<file path="src/rtl/arkanoid_spinner_decoder.sv">
// arkanoid_spinner_decoder: synchronised, glitch-filtered AB spinner decoder
// with a wrapping position count, a saturating read-and-clear delta and a sticky illegal-transition flag.
module arkanoid_spinner_decoder #(
  parameter int SYNC_STAGES = 2,
  parameter int FILTER_LEN  = 4,
  parameter int CNT_W       = 8
) (
  input  logic             clk_12m,
  input  logic             reset,
  input  logic             cen,
  input  logic [1:0]       spinner,
  input  logic             rd_req,
  output logic             rd_ack,
  output logic [7:0]       delta_out,
  output logic             err_out,
  output logic [CNT_W-1:0] position,
  output logic             step_up,
  output logic             step_dn
);
  localparam logic [3:0] L_FLT = 4'(FILTER_LEN);
  logic [SYNC_STAGES-1:0][1:0] r_sync;
  logic [1:0]        r_prev, r_state, r_old;
  logic [3:0]        r_cnt;
  logic              r_acc_v, r_err;
  logic signed [7:0] r_acc;
  logic [1:0]        w_sync;
  logic [3:0]        w_cnt_nxt, w_tr;
  logic              w_accept, w_up, w_dn, w_bad;
  logic signed [7:0] w_step, w_acc_sat;
  always_comb begin
    w_sync    = r_sync[SYNC_STAGES-1];
    w_cnt_nxt = (w_sync == r_prev) ? r_cnt + 4'd1 : 4'd1;
    w_accept  = cen && (w_sync != r_state) && (w_cnt_nxt == L_FLT);
    w_tr      = {r_old, r_state};
    w_up      = r_acc_v && (w_tr inside {4'b0010, 4'b1011, 4'b1101, 4'b0100});
    w_dn      = r_acc_v && (w_tr inside {4'b0001, 4'b0111, 4'b1110, 4'b1000});
    w_bad     = r_acc_v && (&(r_old ^ r_state));
    w_step    = w_up ? 8'sd1 : w_dn ? -8'sd1 : 8'sd0;
    w_acc_sat = (w_up && r_acc != 8'sh7f) ? r_acc + 8'sd1 :
                (w_dn && r_acc != 8'sh80) ? r_acc - 8'sd1 : r_acc;
  end
  // Accept registers the old/new pair; the step is decoded one clock later.
  always_ff @(posedge clk_12m or negedge reset) begin
    if (!reset) begin
      r_sync  <= '1;
      r_prev  <= 2'b11;
      r_state <= 2'b11;
      r_old   <= 2'b11;
      r_cnt   <= '0;
      r_acc_v <= 1'b0;
    end else begin
      r_sync  <= {r_sync[SYNC_STAGES-2:0], spinner};
      r_acc_v <= w_accept;
      if (cen) begin
        r_prev <= w_sync;
        r_cnt  <= (w_sync == r_state || w_accept) ? 4'd0 : w_cnt_nxt;
      end
      if (w_accept) begin
        r_old   <= r_state;
        r_state <= w_sync;
      end
    end
  end
  always_ff @(posedge clk_12m or negedge reset) begin
    if (!reset) begin
      position  <= '0;
      step_up   <= 1'b0;
      step_dn   <= 1'b0;
      r_acc     <= '0;
      r_err     <= 1'b0;
      delta_out <= '0;
      err_out   <= 1'b0;
      rd_ack    <= 1'b0;
    end else begin
      step_up  <= w_up;
      step_dn  <= w_dn;
      position <= position + {{(CNT_W-1){w_dn}}, w_up | w_dn};
      rd_ack   <= rd_req;
      if (rd_req) begin
        delta_out <= r_acc;
        err_out   <= r_err;
        r_acc     <= w_step;
        r_err     <= w_bad;
      end else begin
        r_acc <= w_acc_sat;
        r_err <= r_err | w_bad;
      end
    end
  end
endmodule

</file>
<file path="config.mk">
export PLATFORM = sky130hd
export DESIGN_NAME = arkanoid_spinner_decoder
export DESIGN_NICKNAME = d
export VERILOG_FILES = /design/src/rtl/arkanoid_spinner_decoder.sv
export SDC_FILE = /design/constraint.sdc
export NUM_CORES = 1
export LEC_CHECK = 0
export ABC_CLOCK_PERIOD_IN_PS = 6870
export BUFFER_PORTS_ARGS = -buffer_cell sky130_fd_sc_hd__buf_2
export CORE_MARGIN = 3
export CORE_UTILIZATION = 50
export CTS_CLUSTER_SIZE = 24
export DETAILED_ROUTE_END_ITERATION = 7
export HOLD_SLACK_MARGIN = 0.05
export PLACE_DENSITY = 0.7
export SYNTH_ARGS = -nofsm -noshare
export SYNTH_HDL_FRONTEND = slang
export SYNTH_SLANG_ARGS = --single-unit
</file>
<file path="constraint.sdc">
create_clock -name clk_12m -period 6.87 [get_ports clk_12m]
set_input_delay 0.3435 -clock clk_12m [delete_from_list [all_inputs] [get_ports clk_12m]]
set_output_delay 0.3435 -clock clk_12m [all_outputs]
set_load 0.1 [all_outputs]
</file>
==> out/metrics.cfg <==
[min_path]
whs_endpoint=r_sync[1]
min_delay_path_depth=1
worstHoldPathType=primary input to register
min_from=spinner[1]

[yosys]
ys_seq_elements=44
ys_types=47
synth_top_flop_cell=dfrtp_1
syn_inst=200
seq_area_frac_synth=0.478
synthXorXnorAreaFrac=0.0827
synth-compound-area-share=0.132
synth-async-reset-ratio=1.00
synth_area_um2=2330
synth_simple_gate_area_frac=0.0983
synth_mux_area_frac=0.0897
synth_top_family_by_area=compound AO/OA/AOI/OAI gates
synthTopCellsByCount=dfrtp_1 (34), nor2_1 (16), ha_1 (15), mux2_2 (15), xor2_1 (12)
synth-adder-area-share=0.0977
yosys-top-cells-area=dfrtp_1 (37%), dfstp_2 (11%), ha_1 (8.1%), mux2_2 (7.3%), xor2_1 (4.5%)
ys_warn_count=0
yosysMostFrequentCell=dfrtp_1
synth_top_area_frac=0.365
synth_nets=223
synth_area_leader_cell=dfrtp_1
synth.avg_cell_area_um2=11.6
synth-edff-count=0

[sta]
relSlewSlack=0.349
fin_crit_sh=0.431
setup_viol=0
min_period_ps=2960
tightest_slew_ps=977
fin_worst_skew_ps=9.21
tns_ps=0
hold_violations=0
max_freq_mhz=338
rsz0062_at_grt=false
drv_slew=0

[clock_tree]
clkTransAtPathRegs_ps=80
cts.sinks=44
cts_hold_buf=0
clkLatencyLatePin_ps=290
h-tree-depth=2
post_cts_buffers=0
cts_tree=yes
cts_buffers=5
root_buffer=clkbuf_8
cts_resized=0
cts_buffer_depth=2

[worst_setup_path]
required_ps=7040
cp_max_fo=9
end_kind=register
crit_type=register to register
slowest_stage=dfstp_2
regToRegStartpoint=r_state[0]
crit_chain=xor2_1, nand3_1, inv_1, or2_2, ha_1, inv_1, fa_1, nor2b_1, o21ai_0, a21boi_0, or4_1, nand3_1
regToRegEndpoint=position[6]
critPathTopFamily=simple AND/OR/NAND/NOR gates
arrival_ps=3130
start_kind=register
critPathMaxStageDelay_ps=600
path_buf_inv=2
r2r_slack_ps=3910
r2r_cells=12

[detailed_routing]
drc=0
postRouteAntennaNets=0
vias=1563
detail_route.vias_per_cell=5.56
drt_iter0_markers=99
totalWireLength_um=4110
first_pass_iters=4
wire_per_inst_um=14.6

[flow_run]
maxCapViolCount=0

[power_and_ir_drop]
leakage_nw=1.27
ir_drop_v=0.000144
pwr_density_cell_nw_per_um2=219
power.total_w=0.000570

[layout]
antenna_cells=0
final_cells=281
area_growth_pct=12.0
drive_gt1_frac=0.271
nets=251

[global_routing]
grt_max_degree=45
grt.total_usage=0.163
antenna_found_initial=0
grt_pass1_wl_um=6930
overflow=0
grt_pass1_vias=1520

[die]
io_pins=26
floorplan.initialDensity=0.528
die_w_um=74.3
rows=24
dieArea_um2=5510
core_area_um2=4410
chipHeight_um=74.3

[placed_design]
place.gp.congestion=0.793
dp.cells=273
portBuffers=25
dp.final_hpwl_um=2930

[outcome]
status=finished clean

[power breakdown]
group          internal, W  switching (W)
registers         0.000274      0.0000123
logic            0.0000269      0.0000651
clock network     0.000108      0.0000845
[state kept, by name, summed over array words and instances (netlist names)]
name / cells
delta_out: 8
err_out: 1
position: 8
r_acc: 8
r_acc_v: 1
r_cnt: 4
r_err: 1
r_old: 2
r_prev: 2
r_state: 2
r_sync: 2
rd_ack: 1
step_dn: 1
step_up: 1
w_sync: 2
[metal layers]
metal | up-vias | track usage | part of all wire
met5 | - | 0 | 0
met4 | 0 | 0.0534 | 0.012
met3 | 6 | 0.0324 | 0.035
met2 | 24 | 0.269 | 0.50
met1 | 754 | 0.218 | 0.46
li1 | 779 | - | -
[cell type report]
type | instances | area [um^2]
Clock buffer | 6 | 72.6
Timing Repair Buffer | 25 | 125
Tap cell | 52 | 65.1
Sequential cell | 44 | 1110
Clock inverter | 2 | 35.0
Multi-Input combinational cell | 143 | 1160
Fill cell | 377 | 1800
Inverter | 9 | 33.8
[through the flow]
step	area [um^2]	setup slack, ps	hold WS [ps]	utilization
2_1_floorplan	2330	4090	47.9	-
3_3_place_gp	2500	3950	347	0.567
3_5_place_dp	2500	3890	349	0.567
4_1_cts	2610	3890	136	0.591
5_1_grt	2610	3720	135	0.591
6_report	2610	3910	147	0.591
[worst max-delay path by stage]
stage / from / end / slack, ps / cells after the start
final: r_state[0] / position[6] / 3910 / 12
after global routing: r_state[0] / position[6] / 3720 / 12
after CTS: r_state[0] / position[6] / 3890 / 12
after detailed placement: r_state[0] / position[6] / 3890 / 12
after global placement: r_state[0] / position[6] / 3950 / 12
after floorplan: r_state[0] / position[6] / 4090 / 13
[logic make-up (layout without fill, tap and decap cells)]
| kind of cell | after synthesis | count (layout) |
|---|---|---|
| buffers and inverters | 13 | 42 |
| AOI/OAI and AO/OA | 41 | 41 |
| adders and majority gates | 17 | 17 |
| xor gates and xnor gates | 22 | 22 |
| and+or+nand+nor | 44 | 44 |
| muxes | 19 | 19 |
| DFF | 44 | 44 |
[cell usage in the layout (no fill, tap or decap), types with 3 or more instances in the layout]
cell type   n
nand3_1     5
inv_1       9
o21ai_0     6
dfrtp_1    34
a21oi_1     5
a31oi_1     3
o21bai_1    3
nand2_1     5
dfstp_2    10
ha_1       15
xnor2_1    10
or4_1       3
xor2_1     12
mux2_2     15
mux2i_1     4
nor2_1     16
buf_2      25
clkbuf_8    5
a21boi_0    3
(Power assumes the default switching activity.)
